### src/rtl/ps2_codes_pkg.sv
// PS/2 set-2 scancode constants, mode-select key table and prefix-parser types
// shared by the mode selector and its prefix FSM.
package ps2_codes_pkg;

  localparam logic [7:0] KEY_BREAK = 8'hF0;
  localparam logic [7:0] KEY_EXT   = 8'hE0;
  localparam logic [7:0] KEY_UP    = 8'h75;
  localparam logic [7:0] KEY_DOWN  = 8'h72;

  // F5..F12 select modes 1..8
  localparam logic [0:7][7:0] MODE_KEYS = {
    8'h03, 8'h0B, 8'h83, 8'h0A, 8'h01, 8'h09, 8'h78, 8'h07
  };

  typedef enum logic [1:0] {
    IDLE,
    BREAK,
    EXT,
    EXT_BREAK
  } prefix_state_t;

  typedef struct packed {
    logic       brk;
    logic       ext;
    logic [7:0] code;
  } key_event_t;

endpackage

### src/rtl/ps2_prefix_fsm.sv
// Strips F0/E0 prefixes from the PS/2 byte stream and emits one key event per
// complete sequence; an abandoned prefix is dropped after TIMEOUT_CYCLES.
module ps2_prefix_fsm
  import ps2_codes_pkg::*;
#(
  parameter int unsigned TIMEOUT_CYCLES = 1000000
) (
  input  logic       clk,
  input  logic       reset,
  input  logic [7:0] scancode,
  input  logic       scancode_valid,
  output key_event_t evt_c,
  output logic       evt_valid_c
);

  localparam int unsigned CNT_W = $clog2(TIMEOUT_CYCLES + 1);
  localparam logic [CNT_W-1:0] TO_LAST = CNT_W'(TIMEOUT_CYCLES - 1);

  prefix_state_t    state, state_d;
  logic [CNT_W-1:0] cnt, cnt_d;

  always_ff @(posedge clk or posedge reset) begin
    if (reset) begin
      state <= IDLE;
      cnt   <= '0;
    end else begin
      state <= state_d;
      cnt   <= cnt_d;
    end
  end

  // A valid byte always wins over timeout expiry in the same cycle
  always_comb begin
    state_d     = state;
    cnt_d       = '0;
    evt_valid_c = 1'b0;
    evt_c       = '{brk: 1'b0, ext: 1'b0, code: scancode};
    if (scancode_valid) begin
      case (state)
        IDLE: begin
          if (scancode == KEY_BREAK)    state_d = BREAK;
          else if (scancode == KEY_EXT) state_d = EXT;
          else                          evt_valid_c = 1'b1;
        end
        BREAK: begin
          evt_valid_c = 1'b1;
          evt_c.brk   = 1'b1;
          state_d     = IDLE;
        end
        EXT: begin
          if (scancode == KEY_BREAK) begin
            state_d = EXT_BREAK;
          end else begin
            evt_valid_c = 1'b1;
            evt_c.ext   = 1'b1;
            state_d     = IDLE;
          end
        end
        EXT_BREAK: begin
          evt_valid_c = 1'b1;
          evt_c.brk   = 1'b1;
          evt_c.ext   = 1'b1;
          state_d     = IDLE;
        end
        default: state_d = IDLE;
      endcase
    end else if (state != IDLE) begin
      if (cnt == TO_LAST) state_d = IDLE;
      else                cnt_d   = cnt + CNT_W'(1);
    end
  end

endmodule

### src/rtl/mode_select_ps2.sv
// Mode register 1..NUM_MODES driven by PS/2 function keys (direct select) and
// extended up/down arrows (step), with typematic suppression and change strobe.
module mode_select_ps2
  import ps2_codes_pkg::*;
#(
  parameter int unsigned NUM_MODES      = 3,
  parameter int unsigned RESET_MODE     = 1,
  parameter int unsigned WRAP           = 0,
  parameter int unsigned STEP_ON_REPEAT = 0,
  parameter int unsigned TIMEOUT_CYCLES = 1000000,
  localparam int unsigned MODE_W        = $clog2(NUM_MODES + 1)
) (
  input  logic              clk,
  input  logic              reset,
  input  logic [7:0]        scancode,
  input  logic              scancode_valid,
  output logic [MODE_W-1:0] mode,
  output logic              mode_changed
);

  localparam logic [MODE_W-1:0] MAX_MODE = MODE_W'(NUM_MODES);
  localparam logic [MODE_W-1:0] MIN_MODE = MODE_W'(1);
  localparam logic              REPEAT_OK = (STEP_ON_REPEAT != 0);

  key_event_t        evt_c;
  logic              evt_valid_c;
  logic [MODE_W-1:0] mode_d;
  logic              up_held, up_held_d;
  logic              down_held, down_held_d;

  ps2_prefix_fsm #(
    .TIMEOUT_CYCLES(TIMEOUT_CYCLES)
  ) u_prefix (
    .clk           (clk),
    .reset         (reset),
    .scancode      (scancode),
    .scancode_valid(scancode_valid),
    .evt_c         (evt_c),
    .evt_valid_c   (evt_valid_c)
  );

  always_comb begin
    mode_d      = mode;
    up_held_d   = up_held;
    down_held_d = down_held;
    if (evt_valid_c) begin
      if (!evt_c.brk && !evt_c.ext) begin
        for (int unsigned k = 0; k < NUM_MODES; k++) begin
          if (evt_c.code == MODE_KEYS[3'(k)]) mode_d = MODE_W'(k + 1);
        end
      end else if (!evt_c.brk && evt_c.ext) begin
        // A saturated step still marks the key as held
        if (evt_c.code == KEY_UP && (REPEAT_OK || !up_held)) begin
          up_held_d = 1'b1;
          if (mode == MAX_MODE) mode_d = (WRAP != 0) ? MIN_MODE : MAX_MODE;
          else                  mode_d = mode + MODE_W'(1);
        end else if (evt_c.code == KEY_DOWN && (REPEAT_OK || !down_held)) begin
          down_held_d = 1'b1;
          if (mode == MIN_MODE) mode_d = (WRAP != 0) ? MAX_MODE : MIN_MODE;
          else                  mode_d = mode - MODE_W'(1);
        end
      end else if (evt_c.brk && evt_c.ext) begin
        if (evt_c.code == KEY_UP)   up_held_d   = 1'b0;
        if (evt_c.code == KEY_DOWN) down_held_d = 1'b0;
      end
    end
  end

  always_ff @(posedge clk or posedge reset) begin
    if (reset) begin
      mode         <= MODE_W'(RESET_MODE);
      mode_changed <= 1'b0;
      up_held      <= 1'b0;
      down_held    <= 1'b0;
    end else begin
      mode         <= mode_d;
      mode_changed <= (mode_d != mode);
      up_held      <= up_held_d;
      down_held    <= down_held_d;
    end
  end

endmodule
### config.mk
export PLATFORM = sky130hd
export DESIGN_NAME = mode_select_ps2
export DESIGN_NICKNAME = d
export VERILOG_FILES = /design/src/rtl/ps2_codes_pkg.sv /design/src/rtl/ps2_prefix_fsm.sv /design/src/rtl/mode_select_ps2.sv
export SDC_FILE = /design/constraint.sdc
export NUM_CORES = 1
export LEC_CHECK = 0
export ABC_AREA = 1
export BUFFER_PORTS_ARGS = -buffer_cell sky130_fd_sc_hd__buf_2
export CORE_MARGIN = 1
export CORE_UTILIZATION = 38
export CTS_BUF_LIST = sky130_fd_sc_hd__clkbuf_8
export DETAILED_ROUTE_END_ITERATION = 8
export HOLD_SLACK_MARGIN = 0.1
export MAX_ROUTING_LAYER = met4
export PLACE_DENSITY = 0.58
export SKIP_LAST_GASP = 1
export SYNTH_ARGS = -nofsm -noshare
export SYNTH_HDL_FRONTEND = slang
export SYNTH_HIERARCHICAL = 1
export SYNTH_SLANG_ARGS = --single-unit
### constraint.sdc
create_clock -name clk -period 2.83 [get_ports clk]
set_input_delay 0.566 -clock clk [delete_from_list [all_inputs] [get_ports clk]]
set_output_delay 0.566 -clock clk [all_outputs]
set_load 0.02 [all_outputs]
## After elaboration in Yosys (flattened, before gate mapping)

Index checks and enable logic that the tools add are counted.

| word-level totals | value |
|---|---|
| flip-flop bits (word level) | 27 |
| output and inout port bits | 3 |
| word-level logic and storage cells | 85 |

| operators by class | value |
|---|---|
| $add $sub $neg | 3 |
| equality and inequality tests | 18 |
| multiplexer cells | 37 |
| bitwise gates (word level) | 1 |
| reductions and logical operators | 20 |

Operators by type and width:

| operator | number |
|---|---|
| 2-to-1 mux 20 bit | 3 |
| 2-to-1 mux 2 bit | 17 |
| equality test 8 bit, second input constant | 3 |
| adder 20 x 1 -> 20 bit, second input constant | 1 |
| equality test 20 bit, second input constant | 1 |
| equality test 8 x 7 -> 1 bit, second input constant | 2 |
| 2-to-1 mux 1 bit | 14 |
| nonzero test 2 bit | 6 |
| equality test 8 x 2 -> 1 bit, second input constant | 1 |
| equality test 8 x 4 -> 1 bit, second input constant | 1 |
| equality test 2 bit, second input constant | 3 |
| case mux 2 bit (3 select lines) | 1 |
| AND reduction 6 bit | 1 |
| logical AND 1 bit | 5 |
| AND reduction 5 bit | 1 |
| equality test 2 x 1 -> 1 bit, second input constant | 2 |
| zero test 1 bit | 4 |
| inequality test 2 x 1 -> 1 bit, second input constant | 2 |
| inequality test 4 x 2 -> 1 bit, second input constant | 1 |
| case mux 1 bit (3 select lines) | 1 |
| AND reduction 3 bit | 1 |
| adder 2 x 1 -> 2 bit, second input constant | 1 |
| zero test 2 bit | 1 |
| inequality test 2 bit | 1 |
| other kinds (5) | 5 |

## Longest topological paths before layout

Gate-level depths: netlist (run 1).

| depth | value |
|---|---|
| word-level depth | 10 |
| gate-level depth with buffers | 17 |
| mapped depth without buffers | 17 |

## Modules after synthesis

The synthesis (run 1) kept the hierarchy.

By module, submodules not included:

| module | instances | cells each | area an instance (um^2) | sequential area each (um^2) |
|---|---|---|---|---|
| ps2_prefix_fsm | 1 | 189 | 1431.4 | 550.5 |
| mode_select_ps2 | 1 | 96 | 584.3 | 126.4 |

## Worst setup path after synthesis (run 1)

Ideal clock, no wire load.

| path | value |
|---|---|
| kind | in2reg |
| start point | input scancode[6] |
| end point | register mode_changed |
| setup time | 116 ps |
| data arrival time | 1720 ps |
| setup slack | 993 ps |
| stages | 16 |
| buffers on the path | 0 |
| cells stage by stage | nand2_1 nor2_1 nand4_1 o21ai_0 nor2_1 inv_2 nor2_2 nand4_1 nor2_1 nor2_2 nand2_1 nand2_1 nand2_2 nand2_1 nand2_1 nand2_1 |

RTL lines:

| item | RTL line | text |
|---|---|---|
| start, declared | mode_select_ps2.sv:15 | `input logic [7:0] scancode,` |
| end signal, assigned | mode_select_ps2.sv:77 | `mode_changed <= (mode_d != mode);` |
| end, declared | mode_select_ps2.sv:18 | `output logic mode_changed` |

==> results of run 1 <==
## cell usage in the layout (no fill, tap or decap), types with 2 or more instances in the layout
cell      synthesis  routed
nor3_1            5       5
o21ai_1           3       3
dfrtp_1          26      26
nand4_1           9       9
nand2_2           7       7
nand3_4           2       2
nor3_2            3       3
buf_2             0      13
a21oi_1           3       3
inv_2             8       8
nand2_1          69      69
nand3_2           8       8
inv_1            38      38
ha_1              4       4
nor2_1           46      46
nand3_1          12      12
clkbuf_8          0       3
xor2_1            8       8
nor2_4            4       4
nor2_2           10      10
o21ai_0           2       2
## logic make-up (layout without fill, tap and decap cells)
| group | Yosys count | in the layout | share of synthesized area (%) |
|---|---|---|---|
| compound gates | 11 | 11 | 3.04 |
| flops | 27 | 27 | 33.6 |
| fa+ha+maj | 4 | 4 | 2.48 |
| xor+xnor | 9 | 9 | 3.91 |
| simple gates | 178 | 178 | 44.4 |
| buf+inv | 55 | 63 | 12.1 |
| mux | 1 | 1 | 0.497 |
## sequential cells by signal, indices dropped and copies added, names as in the netlist
signal          cells
u_prefix/cnt       20
mode                2
down_held           1
u_prefix/state      2
mode_changed        1
up_held             1
## stage by stage
stage,power (W),cells
floorplan,0.000758,285
global placement,0.000835,359
detailed placement,0.000837,359
CTS,0.00106,363
global route,0.00114,363
finish,0.00104,363
## path summary, 6_finish.rpt
check / start / end / slack [ns] / cells after the start
worst min-delay path: reset / mode[1] / 0.17 / 2
min in group clk: u_prefix/cnt[0] / u_prefix/cnt[0] / 0.49 / 1
worst min register to register: u_prefix/cnt[0] / u_prefix/cnt[0] / 0.49 / 1
max in group asynchronous: reset / u_prefix/cnt[18] / 1.81 / 2
worst max register to register: mode[0] / mode_changed / 1.11 / 12
worst max-delay path: scancode[7] / mode_changed / 0.95 / 18
## routing by layer
layer / part of all wire (%) / GRT usage [%] / vias up / routed length (um)
met5: 0 / - / - / 0
met4: 1.4 / 5.03 / 0 / 51
met3: 2.9 / 2.68 / 5 / 109
met2: 45 / 23.4 / 31 / 1680
met1: 51 / 21.2 / 730 / 1930
li1: - / - / 886 / -
## worst register-to-register path, delay by kind of cell (launching register included)
| family | cells | cell delay [ns] |
|---|---|---|
| flip-flops | 1 | 0.62 |
| AND/OR/NAND/NOR | 9 | 0.60 |
| adder cells (fa/ha/maj) | 1 | 0.29 |
| buffers and inverters | 2 | 0.13 |
## power breakdown
group	total, W	switching [W]	internal [W]
Clock	0.000217	0.000118	0.0000987
Sequential	0.000474	0.0000485	0.000426
Combinational	0.000353	0.000233	0.000120
Total	0.00104	0.000400	0.000644
## area by class of cell
cell class | count | area (sq um)
clock buffers | 3 | 41.3
clock inverters | 1 | 5.00
fillers | 546 | 2960
inverters | 46 | 173
multi-input cells | 203 | 1090
flip-flops and latches | 27 | 677
well taps | 70 | 87.6
repair buffers | 13 | 65.1
==> key figures, run 1 <==
Status
  • Status: finished clean

Die
  • Core Box Area: 5110 sq um
  • Die W: 74.8 um
  • Die area: 5600 sq um
  • Die H: 74.8 um
  • Starting Density: 39.5%
  • Std-Cell Rows: 26
  • I/O pins: 14

Critical path
  • Crit path buffers/inverters: 2
  • Critical path's top delay family: simple AND/OR/NAND/NOR gates
  • Crit path DAT: 2.09 ns
  • Critical Path RT: 3.05 ns
  • CP max-delay cell: nor2_1
  • CP most frequent cell: nand2_1
  • Crit path kind: in -> reg
  • CP Launch Type: primary input
  • CP Cell Sequence: buf_2 -> nand2_1 -> nor2_1 -> nand4_1 -> o21ai_0 -> nor2_1 -> inv_2 -> nor2_2 -> nand4_1 -> nor2_1 -> nor2_2 -> nand2_1 -> nand2_1 -> nand2_2 -> nand2_2 -> nand2_1 -> nand2_1 -> nand2_1
  • Worst path max stage delay: 0.23 ns
  • Worst Setup End Kind: flip-flop
  • CP Max Fanout: 5

STA
  • Max-slew violation count: 0
  • Hold_ws: 0.173 ns
  • Setup violators final: 0
  • Min Tclk post-route: 1.88 ns
  • Final period utilization: 66.3%
  • Final Skew: 0.00380 ns
  • Fin worst setup slack: 0.954 ns
  • Final hold vios: 0
  • Fin Setup TNS: 0 ns
  • RSZ-0062 raised after global routing: no
  • Max frequency: 533 MHz
  • Slew margin rel.: 41.1%
  • Worst slew pin tran: 0.883 ns

Place
  • Final RePlAce weighted congestion: 0.800
  • DP Area: 2100 sq um
  • Port Buffers: 13
  • Post-DP HPWL: 2970 um
  • Pre-CTS WS: 0.670 ns

Detailed routing
  • Initial DRC count: 73
  • WL final: 3770 um
  • Vias: 1652
  • Post-route DRC violation count: 0
  • DR pass1 iterations: 4
  • Wire per inst: 10.4 um
  • Vias per cell: 4.55
  • Antenna-violating nets left: 0

Logic synthesis
  • Synthesized Nets: 300
  • Top post-synthesis cells by area: dfrtp_1 32%, nand2_1 13%, nor2_1 8.6%, inv_1 7.1%, nand3_2 4.0%
  • Most common cell in the synthesized netlist: nand2_1
  • Seq/Total Area, Yosys: 33.6%
  • Post-synth EDFFs: 0
  • Synth Flop Type: dfrtp_1
  • Mapped Area: 2020 sq um
  • Synthesized area per cell: 7.07 sq um
  • Distinct cells, synth: 30
  • Post-synth top area cell: dfrtp_1
  • YS warnings: 6
  • Gate Count Post-Synth: 285
  • Ys async rst share: 100%
  • Synthesized flop and latch total: 27
  • Top cells by instance count after synthesis: 69 x nand2_1, 46 x nor2_1, 38 x inv_1
  • Top cell type's share of synthesized area: 32.3%

Clock network
  • TritonCTS Buffers: 3
  • Clk pin slew, worst setup/hold paths: 0.09 ns
  • Clk sinks: 27
  • Worst skew pair latency: 0.27 ns
  • Longest Clk Path Bufs: 2
  • CTS HTree Levels: 1
  • Hold_buf cts: 0
  • Post-CTS setup buffers: 0
  • Root Driver: clkbuf_8
  • CTS tree: yes
  • Post-CTS Resized: 0

Cells and area
  • Antenna fix cells: 0
  • Post-layout instance area: 2140 sq um
  • Layout cell share with drive strength beyond 1: 20.8%
  • # nets final: 309
  • Area growth syn-to-layout: 6.33%
  • Final Util: 42.0%

Power and ir drop
  • PwrDens: 487 nW/um^2
  • VDD IR max: 0.000211 V
  • Leakage: 1.01 nW

Flow run
  • Max Cap Viol: 0

GRT
  • Grt total ovfl: 0
  • Vias in the first global route: 1464
  • Initial antenna violation count: 0
  • First-pass GRT wire length: 6520 um
  • Largest net degree at the start of global routing: 23
  • Gr usage total: 15.6%

Worst hold path
  • Worst min path class: in -> async
(Power assumes the default switching activity.)
==> run 2, diff against run 1 <==
PLACE_DENSITY = 0.6   (was 0.58)
clock period = 1.7 ns   (was 2.83 ns; I/O delays follow)
==> key figures, run 2 (synthesized netlist as in run 1, its figures left out) <==
Place
  • Final RePlAce weighted congestion: 0.902 (+13%)
  • DP Cell Count: 378 (+5.3%)
  • Post-DP HPWL: 3140 um (+5.7%)
  • Port Buffers: 13 (unchanged)

Detailed routing
  • Vias per cell: 4.50 (-1.1%)
  • Wire per inst: 10.3 um (-1.2%)
  • Post-route DRC violation count: 0 (unchanged)
  • Antenna-violating nets left: 0 (unchanged)
  • DR pass1 iterations: 5 (+1)
  • Vias: 1732 (+4.8%)
  • Initial DRC count: 83 (+14%)
  • WL final: 3950 um (+4.8%)

Critical path
  • Worst path max stage delay: 0.55 ns (+0.32 ns)
  • CP Max Fanout: 4 (-1)
  • CP max-delay cell: dfstp_2
  • Reg2reg end: mode_changed
  • CP Launch Type: flip-flop
  • Crit path DAT: 1.77 ns (-0.32 ns)
  • CP Cell Sequence: inv_2 -> ha_1 -> inv_1 -> nand4_1 -> nand3_2 -> nand2_1 -> nand2_1 -> nand2_2 -> nand2_2 -> nand2_1 -> nand2_1 -> nand2_1
  • Crit path kind: reg -> reg
  • Reg2Reg Depth: 12 (unchanged)
  • Critical Path RT: 1.87 ns (-1.18 ns)
  • R2r setup slk: 0.11 ns (-1.00 ns)
  • CP most frequent cell: nand2_1
  • Worst R2R Start: mode[0]
  • Worst Setup End Kind: flip-flop

Clock network
  • Root Driver: clkbuf_8
  • CTS tree: yes
  • Worst skew pair latency: 0.27 ns (about the same)
  • Longest Clk Path Bufs: 2 (unchanged)
  • Clk sinks: 27 (unchanged)
  • Clk pin slew, worst setup/hold paths: 0.09 ns (about the same)
  • TritonCTS Buffers: 3 (unchanged)
  • CTS HTree Levels: 1 (unchanged)

Cells and area
  • Largest regs: u_prefix/cnt: 20 flops, mode: 2 flops, u_prefix/state: 2 flops
  • Final Util: 45.7% (+3.7 points)
  • Most common cell after layout, fill and taps aside: nand2_1
  • Antenna fix cells: 0 (unchanged)
  • # nets final: 331 (+7.1%)
  • Max reg flops: 20 (unchanged)
  • Area growth syn-to-layout: 15.8%
  • Filler cell count: 535 (-2.0%)
  • Top reg by flops: u_prefix/cnt
  • Layout cell share with drive strength beyond 1: 27.3% (+6.5 points)
  • Layout Cells excl Fill: 385 (+6.1%)
  • Most frequent cells in the layout: 69 x nand2_1, 44 x nor2_1, 39 x inv_1

Die
  • Die W: 74.8 um (unchanged)
  • Starting Density: 39.5% (unchanged)
  • Die H: 74.8 um (unchanged)
  • Die area: 5600 sq um (unchanged)
  • I/O pins: 14 (unchanged)
  • Core Box Area: 5110 sq um (unchanged)
  • Std-Cell Rows: 26 (unchanged)

Worst hold path
  • Worst Hold Path EP: u_prefix/state[0]
  • Hold path startpoint: scancode_valid
  • Worst min path class: in -> reg
  • Worst Hold Depth: 4

GRT
  • Vias in the first global route: 1570 (+7.2%)
  • Gr usage total: 16.1% (+0.58 points)
  • Grt total ovfl: 0 (unchanged)
  • First-pass GRT wire length: 6790 um (+4.1%)
  • Initial antenna violation count: 0 (unchanged)
  • Largest net degree at the start of global routing: 23 (unchanged)

Flow run
  • Max Cap Viol: 0 (unchanged)

STA
  • Max-slew violation count: 0 (unchanged)
  • Setup violators final: 0 (unchanged)
  • Final period utilization: 93.8%
  • Fin Setup TNS: 0 ns (unchanged)
  • Final Skew: 0.00290 ns (-0.000899 ns)
  • RSZ-0062 raised after global routing: yes
  • Min Tclk post-route: 1.59 ns
  • Worst slew pin tran: 0.295 ns (-0.588 ns)
  • Final hold vios: 0 (unchanged)
  • Slew margin rel.: 80.3% (+39 points)
  • Max frequency: 627 MHz

Power and ir drop
  • VDD IR max: 0.000439 V (+110%)
  • PwrDens: 800 nW/um^2 (+64%)
  • Leakage: 1.11 nW (+11%)

Status
  • Status: finished clean
## run 2: power by group
group | total (W) | switching (W) | internal, W
clock network | 0.000365 | 0.000203 | 0.000162
registers | 0.000749 | 0.0000414 | 0.000707
logic | 0.000753 | 0.000460 | 0.000294
## run 2: what timing repair did
item / in CTS / in global routing
hold buffers: 1 / 0
pin swaps: 0 / 3
setup buffers: 0 / 2
hold endpoints to repair: 4 / 0
setup endpoints to repair: 1 / 2
resized for setup: 1 / 8
## run 2: worst max path at each step
stage                                 start      endpoint  slack, ns  depth (start not counted)
final                               mode[0]  mode_changed       0.11                         12
after global routing                mode[0]  mode_changed     -0.007                         12
after floorplan                     mode[0]  mode_changed       0.05                         12
after CTS                 u_prefix/state[0]  mode_changed       0.03                         14
after detailed placement        scancode[6]  mode_changed      -0.19                         17
after global placement          scancode[5]  mode_changed      -0.16                         13
## run 2: worst max-delay path: cells and delay by family, from the launching register on
kind / cells / cell delay (ns)
flip-flops: 1 / 0.55
buffers and inverters: 2 / 0.10
adder cells (fa/ha/maj): 1 / 0.28
AND/OR/NAND/NOR: 9 / 0.58
## run 2: layer usage
metal  vias up  routed length (um)  track usage, %
met3         4                  62            1.34
li1        931                   -               -
met1       773                1990            21.8
met2        24                1840            25.0
met5         -                   0               -
met4         0                  59            6.50
## run 2: area by class of cell
class / count / area, sq um / area share [%]
Tap cell: 70 / 87.6 / 3.75
Clock buffer: 3 / 41.3 / 1.77
Multi-Input combinational cell: 203 / 1120 / 47.9
Timing Repair Buffer: 35 / 233 / 9.97
Clock inverter: 1 / 3.75 / 0.161
Sequential cell: 27 / 678 / 29.0
Inverter: 46 / 173 / 7.40
## run 2: stage by stage
| step | area [sq um] | hold slack (ns) | power, W | setup WS (ns) |
|---|---|---|---|---|
| floorplan | 2020 | 0.118 | 0.00126 | 0.0470 |
| global placement | 2240 | 0.266 | 0.00148 | -0.159 |
| detailed placement | 2240 | 0.275 | 0.00148 | -0.191 |
| CTS | 2300 | 0.391 | 0.00186 | 0.0277 |
| global route | 2330 | 0.438 | 0.00203 | -0.00742 |
| finish | 2330 | 0.396 | 0.00187 | 0.105 |
==> run 3, diff against run 2 <==
ABC_AREA = 0   (was 1)
PLACE_DENSITY = 0.61   (was 0.6)
SKIP_LAST_GASP = default   (was 1)
TNS_END_PERCENT = 100   (was default)
==> key figures, run 3 <==
Power and ir drop
  • VDD IR max: 0.000428 V (-2.4%)
  • Switching Share: 26.8% (-11 points)
  • Sequential share of power: 50.4% (+10 points)
  • Combinational share of power: 22.7% (-18 points)
  • Leakage: 1.11 nW (-0.23%)
  • Switching power: 0.000355 W (-50%)
  • P_int: 0.000971 W (-17%)
  • Overall power: 0.00133 W (-29%)
  • PwrDens: 508 nW/um^2 (-36%)
  • Clk pwr share: 26.9% (+7.4 points)

STA
  • Max-slew violation count: 0 (unchanged)
  • Final hold vios: 0 (unchanged)
  • Slew margin rel.: 79.9% (-0.40 points)
  • Fin worst setup slack: -0.521 ns (-0.627 ns)
  • Hold_ws: 0.390 ns (-0.00618 ns)
  • Min Tclk post-route: 2.22 ns (+0.627 ns)
  • Setup violators final: 27 (+27)
  • Final Skew: 0.00254 ns (-0.000360 ns)
  • Final period utilization: 131% (+37 points)
  • Max frequency: 450 MHz (-28%)
  • RSZ-0062 raised after global routing: yes
  • Worst slew pin tran: 0.298 ns (+0.00323 ns)

GRT
  • Largest net degree at the start of global routing: 23 (unchanged)
  • Grt total ovfl: 0 (unchanged)
  • Gr usage total: 19.4% (+3.2 points)
  • First-pass GRT wire length: 7360 um (+8.4%)
  • Vias in the first global route: 1699 (+8.2%)
  • Initial antenna violation count: 0 (unchanged)

Clock network
  • Clk pin slew, worst setup/hold paths: 0.09 ns (about the same)
  • Worst skew pair latency: 0.27 ns (about the same)
  • Clk sinks: 27 (unchanged)
  • CTS tree: yes
  • CTS HTree Levels: 1 (unchanged)
  • Longest Clk Path Bufs: 2 (unchanged)
  • Root Driver: clkbuf_8
  • TritonCTS Buffers: 3 (unchanged)

Cells and area
  • Layout Cells excl Fill: 319 (-17%)
  • Final Util: 60.4% (+15 points)
  • Most common cell after layout, fill and taps aside: buf_4
  • Antenna fix cells: 0 (unchanged)
  • Most frequent cells in the layout: 59 x buf_4, 26 x dfrtp_1, 13 x nor2_1, 13 x buf_2
  • Layout cell share with drive strength beyond 1: 47.6% (+20 points)
  • # nets final: 283 (-15%)
  • Top reg by flops: u_prefix/cnt
  • Filler cell count: 377 (-30%)
  • Largest regs: u_prefix/cnt: 20 flops, mode: 2 flops, u_prefix/state: 2 flops
  • Max reg flops: 20 (unchanged)
  • Area growth syn-to-layout: 52.8%

Logic synthesis
  • Seq/Total Area, Yosys: 39.6% (+6.0 points)
  • Synthesized area per cell: 8.95 sq um (+27%)
  • Mapped Area: 1710 sq um (-15%)
  • YS warnings: 6 (unchanged)
  • Synthesized flop and latch total: 27 (unchanged)
  • Top cells by instance count after synthesis: 28 x nor2_1, 26 x dfrtp_1, 12 x nand3_1
  • Post-synth EDFFs: 0 (unchanged)
  • Synth Flop Type: dfrtp_1
  • Top post-synthesis cells by area: dfrtp_1 38%, nor2_1 6.1%, nand3_1 3.5%, buf_4 3.5%, or4_1 3.5%
  • Ys async rst share: 100% (unchanged)
  • Most common cell in the synthesized netlist: nor2_1
  • Distinct cells, synth: 46 (+53%)
  • Post-synth top area cell: dfrtp_1
  • Gate Count Post-Synth: 191 (-33%)
  • Top cell type's share of synthesized area: 38.1% (+5.8 points)
  • Synthesized Nets: 206 (-31%)

Critical path
  • Critical path's top delay family: simple AND/OR/NAND/NOR gates
  • Crit path buffers/inverters: 1 (-1)
  • Critical Path RT: 1.86 ns (about the same)
  • Crit path kind: reg -> reg
  • CP Launch Type: flip-flop
  • CP Max Fanout: 4 (unchanged)
  • Worst path max stage delay: 0.43 ns (-0.12 ns)
  • CP Cell Sequence: or4_4 -> nor2_4 -> a21oi_4 -> nor2_1 -> and4_1 -> a2111oi_4 -> and3_4 -> buf_4 -> a221o_1
  • Crit path DAT: 2.38 ns (+0.61 ns)
  • Worst Setup End Kind: flip-flop
  • CP max-delay cell: or4_4

Status
  • Failing checks: setup timing
  • Status: finished with violations

Die
  • Core Box Area: 4320 sq um (-15%)
  • Die W: 69.1 um (-7.7%)
  • Die H: 69.1 um (-7.7%)
  • Starting Density: 39.5% (+0.060 points)
  • Die area: 4770 sq um (-15%)
  • Std-Cell Rows: 24 (-7.7%)
  • I/O pins: 14 (unchanged)

Place
  • Port Buffers: 13 (unchanged)
  • Post-DP HPWL: 2930 um (-6.8%)
  • DP Cell Count: 302 (-20%)
  • Final RePlAce weighted congestion: 0.865 (-4.0%)

Detailed routing
  • Vias: 1642 (-5.2%)
  • Wire per inst: 13.3 um (+29%)
  • M1 WL: 1850 um (-7.0%)
  • WL final: 4230 um (+7.0%)
  • Met2 wire length: 2210 um (+20%)
  • DR pass1 iterations: 4 (-1)
  • Met3 WL post-DR: 121 um (+95%)
  • Post-route DRC violation count: 0 (unchanged)
  • Top sig layer: met4
  • Antenna-violating nets left: 0 (unchanged)
  • Vias per cell: 5.15 (+14%)
  • Initial DRC count: 43 (-48%)

Worst hold path
  • Worst min path class: in -> reg

Flow run
  • Max Cap Viol: 0 (unchanged)
[run 3: cell count changes after synthesis, sizes merged, moves of 5 or more]
| cell | delta |
|---|---|
| nand4 | -5 |
| xnor2 | +5 |
| nand2 | -68 |
| inv | -37 |
| or4 | +9 |
| or3 | +7 |
| nor2 | -32 |
| a21oi | +6 |
| nand3 | -10 |
| o21ai | +7 |
[run 3: cell type report]
class                      count  area [sq um]  share of cell area [%]
sequential                    27           677                    25.9
inverter                       9          33.8                    1.29
clock buffer                   3          41.3                    1.58
multi-input combinational    143          1120                    42.9
clock inverter                 1          3.75                   0.144
timing repair buffer          84           671                    25.7
tap                           52          65.1                    2.49
[run 3: kinds of logic (layout without fill, tap and decap cells)]
family          count (synthesis)  count (layout)  synth area share [%]
buf+inv                        21              97                  6.66
mux                             2               2                  1.32
xor+xnor                       11              11                  5.64
flops                          27              27                  39.6
fa+ha+maj                       4               4                  2.93
compound gates                 36              36                  13.4
simple gates                   90              90                  30.5
[run 3: repair_timing]
| item | CTS | global route |
|---|---|---|
| setup endpoints to repair | 27 | 27 |
| pin swaps | 7 | 10 |
| cloned | 2 | 0 |
| buffers inserted | 8 | 5 |
| gates resized for setup | 26 | 23 |
| hold buffers | 1 | 0 |
| hold endpoints to repair | 4 | 0 |
[run 3: routing by layer]
| layer | vias to the layer above | global-route usage [%] |
|---|---|---|
| li1 | 834 | - |
| met1 | 781 | 22.5 |
| met2 | 21 | 34.8 |
| met3 | 6 | 3.95 |
| met4 | 0 | 2.95 |
| met5 | - | - |
[run 3: per-stage QoR]
| step | worst slack [ns] | cell area [sq um] | TNS (ns) |
|---|---|---|---|
| finish | -0.521 | 2610 | -9.23 |
| global route | -0.591 | 2610 | -10.17 |
| CTS | -0.517 | 2520 | -8.79 |
| detailed placement | -0.726 | 2260 | -9.86 |
| global placement | -0.670 | 2260 | -9.54 |
| floorplan | -0.556 | 1780 | -5.36 |
[run 3: final timing paths]
kind | endpoint | startpoint | depth (start not counted) | slack [ns]
setup / recovery | mode_changed | u_prefix/state[0] | 9 | -0.52
hold / removal | u_prefix/state[0] | scancode[4] | 3 | 0.39
setup reg to reg | mode_changed | u_prefix/state[0] | 9 | -0.52
hold reg to reg | up_held | up_held | 1 | 0.52
max in group asynchronous | u_prefix/cnt[16] | reset | 4 | 0.83
min in group asynchronous | mode_changed | reset | 3 | 0.51
[run 3: tightest hold or removal path: stages]
cell     delay (ns)
buf_2          0.15
nand3_1        0.07
o21ai_1        0.06
[run 3: power by group through the flow]
stage	Clock (W)	Sequential [W]	Combinational, W
floorplan	0	0.000712	0.000118
global route	0.000402	0.000672	0.000327
global placement	0	0.000682	0.000261
detailed placement	0	0.000682	0.000265
CTS	0.000375	0.000669	0.000282
finish	0.000357	0.000669	0.000301
